==> src/rtl/adau1761_cfg_seq.sv <==
// ADAU1761 register-configuration sequencer: walks a synchronous config ROM and
// issues each entry as a 4-byte I2C write through a byte-level master, retrying on NACK.
module adau1761_cfg_seq #(
  parameter logic [7:0]  DEV_ADDR       = 8'h70,
  parameter logic [19:0] STARTUP_CYCLES = 20'd480000,
  parameter int unsigned MAX_RETRY      = 3,
  parameter logic [15:0] GAP_CYCLES     = 16'd4800
) (
  input  logic        clk_48,
  input  logic        reset_n,
  input  logic        start,
  output logic [5:0]  rom_addr,
  input  logic [24:0] rom_data,
  output logic        cmd_valid,
  input  logic        cmd_ready,
  output logic [7:0]  cmd_byte,
  output logic        cmd_start,
  output logic        cmd_stop,
  input  logic        rsp_valid,
  input  logic        rsp_ack,
  output logic        busy,
  output logic        done,
  output logic        error,
  output logic [5:0]  err_idx
);

  localparam int unsigned RETRY_W = (MAX_RETRY < 1) ? 1 : $clog2(MAX_RETRY + 1);
  localparam logic [RETRY_W-1:0] RETRY_LIMIT = RETRY_W'(MAX_RETRY);

  typedef enum logic [2:0] {
    ST_IDLE,
    ST_PWR_WAIT,
    ST_FETCH,
    ST_SEND,
    ST_WAIT_RSP,
    ST_GAP,
    ST_DONE,
    ST_ERROR
  } state_e;

  state_e             state_q, state_d;
  logic [19:0]        pwr_cnt_q, pwr_cnt_d;
  logic [15:0]        gap_cnt_q, gap_cnt_d;
  logic [RETRY_W-1:0] retry_q, retry_d;
  logic [1:0]         byte_idx_q, byte_idx_d;
  logic [24:0]        entry_q, entry_d;
  logic [5:0]         rom_addr_q, rom_addr_d;
  logic [5:0]         err_idx_q, err_idx_d;

  logic pwr_last;
  logic gap_last;
  logic entry_last;

  // A zero-length wait parameter behaves as a single cycle instead of wrapping.
  assign pwr_last   = (STARTUP_CYCLES == 20'd0) || (pwr_cnt_q == STARTUP_CYCLES - 20'd1);
  assign gap_last   = (GAP_CYCLES == 16'd0) || (gap_cnt_q == GAP_CYCLES - 16'd1);
  assign entry_last = entry_q[24];

  // NOTE: every signal assigned in this block gets a default first, so no path
  // through the case statement can leave one unassigned and infer a latch.
  always_comb begin
    state_d    = state_q;
    pwr_cnt_d  = pwr_cnt_q;
    gap_cnt_d  = gap_cnt_q;
    retry_d    = retry_q;
    byte_idx_d = byte_idx_q;
    entry_d    = entry_q;
    rom_addr_d = rom_addr_q;
    err_idx_d  = err_idx_q;

    unique case (state_q)
      ST_IDLE, ST_DONE, ST_ERROR: begin
        if (start) begin
          state_d    = ST_PWR_WAIT;
          pwr_cnt_d  = 20'd0;
          rom_addr_d = 6'd0;
          retry_d    = '0;
        end
      end

      ST_PWR_WAIT: begin
        if (pwr_last) begin
          state_d   = ST_FETCH;
          pwr_cnt_d = 20'd0;
        end else begin
          pwr_cnt_d = pwr_cnt_q + 20'd1;
        end
      end

      ST_FETCH: begin
        entry_d    = rom_data;
        byte_idx_d = 2'd0;
        state_d    = ST_SEND;
      end

      ST_SEND: begin
        if (cmd_ready) begin
          state_d = ST_WAIT_RSP;
        end
      end

      ST_WAIT_RSP: begin
        if (rsp_valid) begin
          if (rsp_ack) begin
            if (byte_idx_q != 2'd3) begin
              byte_idx_d = byte_idx_q + 2'd1;
              state_d    = ST_SEND;
            end else if (entry_last) begin
              state_d = ST_DONE;
            end else if (rom_addr_q == 6'd63) begin
              // Table ran off the end without a terminator.
              err_idx_d = 6'd63;
              state_d   = ST_ERROR;
            end else begin
              rom_addr_d = rom_addr_q + 6'd1;
              retry_d    = '0;
              state_d    = ST_FETCH;
            end
          end else if (retry_q < RETRY_LIMIT) begin
            retry_d   = retry_q + RETRY_W'(1);
            gap_cnt_d = 16'd0;
            state_d   = ST_GAP;
          end else begin
            err_idx_d = rom_addr_q;
            state_d   = ST_ERROR;
          end
        end
      end

      ST_GAP: begin
        if (gap_last) begin
          gap_cnt_d  = 16'd0;
          byte_idx_d = 2'd0;
          state_d    = ST_SEND;
        end else begin
          gap_cnt_d = gap_cnt_q + 16'd1;
        end
      end

      default: state_d = ST_IDLE;
    endcase
  end

  // NOTE: state registers use non-blocking assignments so every flop samples
  // the pre-edge values of the others, independent of statement order.
  always_ff @(posedge clk_48 or negedge reset_n) begin
    if (!reset_n) begin
      state_q    <= ST_IDLE;
      pwr_cnt_q  <= 20'd0;
      gap_cnt_q  <= 16'd0;
      retry_q    <= '0;
      byte_idx_q <= 2'd0;
      entry_q    <= 25'd0;
      rom_addr_q <= 6'd0;
      err_idx_q  <= 6'd0;
    end else begin
      state_q    <= state_d;
      pwr_cnt_q  <= pwr_cnt_d;
      gap_cnt_q  <= gap_cnt_d;
      retry_q    <= retry_d;
      byte_idx_q <= byte_idx_d;
      entry_q    <= entry_d;
      rom_addr_q <= rom_addr_d;
      err_idx_q  <= err_idx_d;
    end
  end

  // The ROM registers its address, so present the next index one cycle early;
  // FETCH then latches data for the index the sequencer has just moved to.
  assign rom_addr = rom_addr_d;

  always_comb begin
    cmd_byte = 8'h00;
    if (state_q == ST_SEND) begin
      unique case (byte_idx_q)
        2'd0:    cmd_byte = DEV_ADDR;
        2'd1:    cmd_byte = entry_q[23:16];
        2'd2:    cmd_byte = entry_q[15:8];
        default: cmd_byte = entry_q[7:0];
      endcase
    end
  end

  assign cmd_valid = (state_q == ST_SEND);
  assign cmd_start = (state_q == ST_SEND) && (byte_idx_q == 2'd0);
  assign cmd_stop  = (state_q == ST_SEND) && (byte_idx_q == 2'd3);
  assign busy      = !((state_q == ST_IDLE) || (state_q == ST_DONE) || (state_q == ST_ERROR));
  assign done      = (state_q == ST_DONE);
  assign error     = (state_q == ST_ERROR);
  assign err_idx   = err_idx_q;

endmodule

==> config.mk <==
export PLATFORM = sky130hd
export DESIGN_NAME = adau1761_cfg_seq
export DESIGN_NICKNAME = d
export VERILOG_FILES = /design/src/rtl/adau1761_cfg_seq.sv
export SDC_FILE = /design/constraint.sdc
export NUM_CORES = 1
export LEC_CHECK = 0
export BUFFER_PORTS_ARGS = -buffer_cell sky130_fd_sc_hd__buf_2
export CAP_MARGIN = 10
export CELL_PAD_IN_SITES_DETAIL_PLACEMENT = 0
export CELL_PAD_IN_SITES_GLOBAL_PLACEMENT = 1
export CORE_MARGIN = 4
export CORE_UTILIZATION = 41
export CTS_CLUSTER_SIZE = 8
export DETAILED_ROUTE_END_ITERATION = 6
export GPL_TIMING_DRIVEN = 0
export HOLD_SLACK_MARGIN = 0.06
export PLACE_DENSITY_LB_ADDON = 0.2
export SETUP_SLACK_MARGIN = 0.1
export SLEW_MARGIN = 10
export SYNTH_ARGS = -nofsm -noshare
export SYNTH_HDL_FRONTEND = slang
export SYNTH_SLANG_ARGS = --single-unit
==> constraint.sdc <==
create_clock -name clk_48 -period 1.8 [get_ports clk_48]
set_input_delay 0.18 -clock clk_48 [delete_from_list [all_inputs] [get_ports clk_48]]
set_output_delay 0.18 -clock clk_48 [all_outputs]
set_load 0.02 [all_outputs]
==> impl_metrics.json, run 1 <==
{
  "dp_hpwl_um": 7280,
  "slew-limit-headroom": 0.699,
  "num_io_pins": 57,
  "r2r-start": "state_q[0]",
  "yosysWarnings": 0,
  "setup_violations": 31,
  "cts_root_buffer": "clkbuf_8",
  "dp.cells": 645,
  "grt_max_degree": 49,
  "r2r_slack_ns": -0.10,
  "yosys_most_used_dff": "dfrtp_1",
  "core_area_sq_mm": 0.0104,
  "place_congestion": 0.797,
  "fin_util": 0.644,
  "worstHoldStart": "cmd_ready",
  "cp.arrival_ns": 1.92,
  "reg2regPathDepth": 7,
  "synth_edf_count": 0,
  "cap_violations": 0,
  "clk_path_buf_depth": 2,
  "synth_top_area_frac": 0.454,
  "hp-class": "primary input to flop",
  "ys_ff_latch": 80,
  "cp_data_required_time_ns": 1.62,
  "holdWs_ns": 0.156,
  "yosys.area.top_type": "dfrtp_1",
  "totalWireLength_um": 12900,
  "worst-setup-path-type": "flop to output port",
  "fin_ws_ns": -0.296,
  "drive_gt1_frac": 0.485,
  "clk_transition_reported_paths_ns": 0.08,
  "cts_tree": "built",
  "async_flop_share": 1.00,
  "violations": "negative setup slack",
  "worstHoldEndpoint": "state_q[1]",
  "io_buffers": 56,
  "endpoint_kind": "output port",
  "drtIter0Drc": 175,
  "whs_path_depth": 3,
  "r2r-end": "state_q[0]",
  "cp-start-kind": "flop",
  "power.total_w": 0.00347,
  "area_growth_pct": 52.1,
  "num_vias": 4232,
  "antenna_found_initial": 0,
  "grt_pass1_vias": 4087,
  "synth_cell_types": 58,
  "dp_slack_ns": -0.215,
  "ir_worst_vdd_mv": 0.492,
  "synth_nets": 491,
  "clock_skew_ns": 0.00514,
  "layout_commonest_cell": "dfrtp_1",
  "min_period_ns": 2.10,
  "htreeDepth": 3,
  "vias_per_cell": 5.60,
  "rsz0062_at_grt": "yes",
  "final-hold-violation-count": 0,
  "numCtsBuffers": 9,
  "min_period_over_period": 1.16,
  "syn_area_per_cell_sq_um": 9.75,
  "worst_pin_slew_ns": 0.448,
  "cp_max_fo": 6,
  "slew_violations": 0,
  "nFillCells": 803,
  "overflow": 0,
  "grt_use_total": 0.203,
  "drc": 0,
  "die_area_sq_mm": 0.0125,
  "dr.pass1.iters": 5,
  "routedWlPerCell_um": 17.0,
  "stdcell_count": 756,
  "drtAntennaViolNets": 0,
  "status": "finished, violations left",
  "cellLeakagePower_nw": 2.99,
  "rows": 37,
  "die_h_um": 112,
  "clk_latency_ns": 0.37,
  "p_per_area_mw_per_mm2": 517,
  "syn-cell-area_sq_mm": 0.00441,
  "synth_cells": 452,
  "ys_seq_area_frac": 0.454,
  "synthTopCellsByArea": "dfrtp_1, mux2_2, a21oi_1",
  "antennaDiodeCount": 0,
  "start_util": 0.423,
  "layout_common_cells": "dfrtp_1, buf_4, buf_2, buf_6, nand2_1",
  "die_w_um": 112,
  "clock_sinks": 80,
  "fin_nets": 654,
  "grt_pass1_wl_um": 20800,
  "max_freq_mhz": 477
}
-- cells by family (layout without fill, tap and decap cells) --
family / count (synthesis) / after routing / synth area share
flip-flops: 80 / 80 / 0.454
AO/OA/AOI/OAI: 130 / 130 / 0.197
buffers and inverters: 45 / 213 / 0.0511
adder cells (fa/ha/maj): 8 / 8 / 0.0227
AND/OR/NAND/NOR: 157 / 157 / 0.195
multiplexers: 32 / 32 / 0.0798
-- routing by layer --
metal,vias up,part of all wire,global-route usage
met4,0,0.018,0.0754
met2,117,0.48,0.317
met5,-,0,0
met1,2088,0.46,0.282
met3,19,0.040,0.0380
li1,2008,-,-
-- synth_stat cells, types with 2 or more instances --
master / number
o31ai_1: 2
nor4_2: 2
nor2_1: 34
a22o_1: 6
and3_1: 13
buf_2: 11
o21ai_0: 23
and2_1: 2
a41oi_1: 6
o21bai_1: 4
clkbuf_1: 7
nand3b_1: 2
a221oi_1: 3
ha_1: 8
nor2b_1: 2
a21oi_1: 35
nor4_1: 2
nor3_1: 10
nand3_1: 18
o22a_1: 7
and4_1: 4
inv_1: 20
mux2i_1: 7
nand4_1: 9
nor4bb_1: 2
nand2_1: 39
a31oi_1: 21
nand2b_1: 4
mux2_2: 25
a32o_1: 2
a211oi_1: 2
dfrtp_1: 80
buf_6: 5
o31a_1: 2
a21o_1: 4
a31o_2: 2
nor2_4: 2
a221o_1: 5
-- worst max-delay path, cell delays in order, from the launching register on --
cell	delay (ns)
dfrtp_2	0.43
ha_4	0.16
and4b_2	0.31
and4_1	0.22
nand3b_1	0.09
a21oi_2	0.14
nor2_2	0.06
buf_6	0.13
-- sequential cells by signal (all words and copies together), names as in the netlist --
name,count
entry_q,25
state_q,3
byte_idx_q,2
rom_addr_q,6
err_idx,6
gap_cnt_q,16
pwr_cnt_q,20
retry_q,2
-- layout make-up --
cell class | count | area, sq um | share of cell area
Buffer | 22 | 256 | 0.0383
Multi-Input combinational cell | 327 | 2690 | 0.401
Clock inverter | 5 | 80.1 | 0.0119
Sequential cell | 80 | 2010 | 0.300
Tap cell | 136 | 170 | 0.0254
Clock buffer | 11 | 141 | 0.0211
Inverter | 20 | 78.8 | 0.0118
Timing Repair Buffer | 155 | 1280 | 0.190
-- what timing repair did --
action / CTS / global route
hold buffers: 26 / 0
pin swaps: 35 / 44
endpoints found under the hold margin: 57 / 0
cloned: 6 / 1
setup buffers: 36 / 33
setup endpoints to repair: 86 / 78
gates resized for setup: 120 / 98
-- metrics by stage --
stage / area (sq um) / setup TNS, ns
6_report: 6710 / -4.19
2_1_floorplan: 4430 / 0
3_3_place_gp: 4880 / -11.23
5_1_grt: 6710 / -7.22
3_5_place_dp: 4910 / -3.12
4_1_cts: 6180 / -3.38
-- report_power, final --
| group | internal (W) | switching [W] |
|---|---|---|
| sequential | 0.00180 | 0.00000452 |
| clock | 0.000817 | 0.000701 |
| combinational | 0.0000757 | 0.0000707 |
-- worst max-delay path by stage --
stage	start	to	slack, ns	cells past startpoint
after global placement	state_q[1]	rom_addr[2]	-0.16	8
after detailed placement	state_q[1]	rom_addr[2]	-0.21	8
after CTS	byte_idx_q[1]	rom_addr[4]	-0.30	7
after global routing	rom_addr_q[1]	rom_addr[0]	-0.41	6
after floorplan	gap_cnt_q[0]	state_q[0]	0.10	6
final	byte_idx_q[1]	rom_addr[4]	-0.30	7
Power figures use the tool's default switching activity.
==> run 2, diff against run 1 <==
--- a/config.mk
+++ b/config.mk
@@ -10,7 +10,7 @@
 export CELL_PAD_IN_SITES_DETAIL_PLACEMENT = 0
 export CELL_PAD_IN_SITES_GLOBAL_PLACEMENT = 1
 export CORE_MARGIN = 4
-export CORE_UTILIZATION = 41
+export CORE_UTILIZATION = 48
 export CTS_CLUSTER_SIZE = 8
 export DETAILED_ROUTE_END_ITERATION = 6
 export GPL_TIMING_DRIVEN = 0
==> constraint.sdc (replaced) <==
create_clock -name clk_48 -period 2.52 [get_ports clk_48]
set_input_delay 0.252 -clock clk_48 [delete_from_list [all_inputs] [get_ports clk_48]]
set_output_delay 0.252 -clock clk_48 [all_outputs]
set_load 0.02 [all_outputs]
==> run 2 against run 1 <==
Against the previous run: the run now ends clean; sequential share of layout area up 9.6 points; sequential power down 28%; register-to-register slack better by 0.69 ns; core utilization down 7.3 points; worst hold slack worse by 0.052 ns; design area down 25%; die area down 14%; non-clock buffer count down 94; count of clock-buffer cells in the layout down 1; final cell count down 16%; largest cell class unchanged; largest power group unchanged; highest routed layer unchanged.
==> impl_metrics.json, run 2 (same netlist as run 1, synthesis figures left out) <==
{
  "worst_pin_slew_ns": 0.541,
  "dr.pass1.iters": 5,
  "layout_commonest_cell": "dfrtp_1",
  "io_buffers": 56,
  "cp_max_fo": 10,
  "antennaDiodeCount": 0,
  "cp_data_required_time_ns": 2.27,
  "die_area_sq_mm": 0.0108,
  "cts_tree": "built",
  "fin_nets": 560,
  "drtIter0Drc": 152,
  "post_cts_buffers": 0,
  "dp_slack_ns": 0.369,
  "routedWlPerCell_um": 15.9,
  "dp.cells": 617,
  "setup_violations": 0,
  "endpoint_kind": "output port",
  "grt_max_degree": 58,
  "grt_pass1_vias": 3567,
  "setup_tns_ns": 0,
  "ir_worst_vdd_mv": 0.246,
  "layout_common_cells": "dfrtp_1, buf_2, nand2_1, a21oi_1, nor2_1",
  "core_area_sq_mm": 0.00885,
  "cp-start-kind": "flop",
  "clk_transition_reported_paths_ns": 0.09,
  "drtAntennaViolNets": 0,
  "cellLeakagePower_nw": 2.37,
  "fin_ws_ns": 0.214,
  "min_period_over_period": 0.915,
  "p_per_area_mw_per_mm2": 438,
  "dp_hpwl_um": 7100,
  "slew-limit-headroom": 0.636,
  "drc": 0,
  "area_growth_pct": 14.5,
  "num_vias": 3743,
  "die_w_um": 104,
  "largest_reg_flops": 25,
  "num_io_pins": 57,
  "cts_root_buffer": "clkbuf_8",
  "holdWs_ns": 0.104,
  "start_util": 0.498,
  "antenna_found_initial": 0,
  "place_congestion": 0.804,
  "clock_skew_ns": 0.0152,
  "clock_sinks": 80,
  "worst-setup-path-type": "flop to output port",
  "numCtsBuffers": 9,
  "cp.arrival_ns": 2.05,
  "stdcell_count": 634,
  "die_h_um": 104,
  "status": "finished, final reports clean",
  "rows": 34,
  "clk_path_buf_depth": 2,
  "final-hold-violation-count": 0,
  "cap_violations": 0,
  "overflow": 0,
  "htreeDepth": 3,
  "top_register": "entry_q",
  "grt_pass1_wl_um": 17700,
  "grt_use_total": 0.196,
  "max_freq_mhz": 434,
  "hp-class": "primary input to flop",
  "rsz0062_at_grt": "yes",
  "totalWireLength_um": 10100,
  "clk_latency_ns": 0.36,
  "slew_violations": 0,
  "drive_gt1_frac": 0.260,
  "reg.largest.list": "entry_q (25), pwr_cnt_q (20), gap_cnt_q (16)",
  "min_period_ns": 2.31,
  "vias_per_cell": 5.90
}
==> run 2: changes by cell type in the layout (fill, tap and decap cells not counted), moves of 8 or more <==
| cell | change |
|---|---|
| o21ai_1 | -8 |
| buf_2 | +23 |
| dfrtp_2 | -10 |
| buf_4 | -61 |
| dlygate4sd3_1 | -25 |
| buf_6 | -27 |
| o21ai_0 | +11 |
| a21oi_1 | +20 |
| nand2_1 | +8 |
| a21oi_2 | -19 |
| nor2_1 | +8 |
| dfrtp_1 | +10 |
==> run 2: path summary, 6_finish.rpt <==
check,to,from,cells past startpoint,slack (ns)
worst max-delay path,cmd_byte[6],byte_idx_q[0],5,0.21
worst min-delay path,entry_q[24],rom_data[24],3,0.10
worst max register to register,gap_cnt_q[14],gap_cnt_q[0],8,0.59
worst min register to register,gap_cnt_q[15],gap_cnt_q[15],1,0.49
max in group asynchronous,state_q[2],reset_n,3,1.59
min in group asynchronous,entry_q[3],reset_n,2,0.33
==> run 2: power breakdown <==
group          switching, W   total, W  internal [W]
Clock              0.000491   0.000853      0.000362
Combinational     0.0000436  0.0000714     0.0000279
Sequential       0.00000309    0.00129       0.00129
Total              0.000538    0.00221       0.00168
==> run 2: final cells by class <==
| type | count | area [sq um] |
|---|---|---|
| multi-input cells | 327 | 2190 |
| flip-flops and latches | 80 | 2000 |
| well taps | 108 | 135 |
| repair buffers | 58 | 320 |
| fillers | 795 | 3800 |
| clock buffers | 10 | 128 |
| inverters | 20 | 75.1 |
| plain buffers | 25 | 154 |
| clock inverters | 6 | 42.5 |
==> run 2: critical path, stage by stage, from the launching register on <==
cell      delay [ns]
dfrtp_1         0.42
ha_2            0.25
buf_1           0.38
a211oi_1        0.09
a221oi_1        0.33
buf_2           0.23
==> run 2: timing repair <==
item,4_1_cts,5_1_grt
endpoints found under the setup margin,2,10
endpoints found under the hold margin,23,0
hold buffers,1,0
gates resized for setup,2,9
==> run 2: metal layers <==
| metal | GRT usage | up-vias | wire length, um |
|---|---|---|---|
| li1 | - | 1819 | - |
| met1 | 0.284 | 1809 | 4930 |
| met2 | 0.301 | 104 | 4560 |
| met3 | 0.0299 | 11 | 478 |
| met4 | 0.0674 | 0 | 134 |
| met5 | 0 | - | 0 |
==> run 2: metrics by stage <==
step,utilization,cell area (sq um),total power [W]
2_1_floorplan,-,4410,0.00133
3_3_place_gp,0.545,4820,0.00138
3_5_place_dp,0.549,4850,0.00139
4_1_cts,0.569,5040,0.00225
5_1_grt,0.571,5050,0.00231
6_report,0.571,5050,0.00221
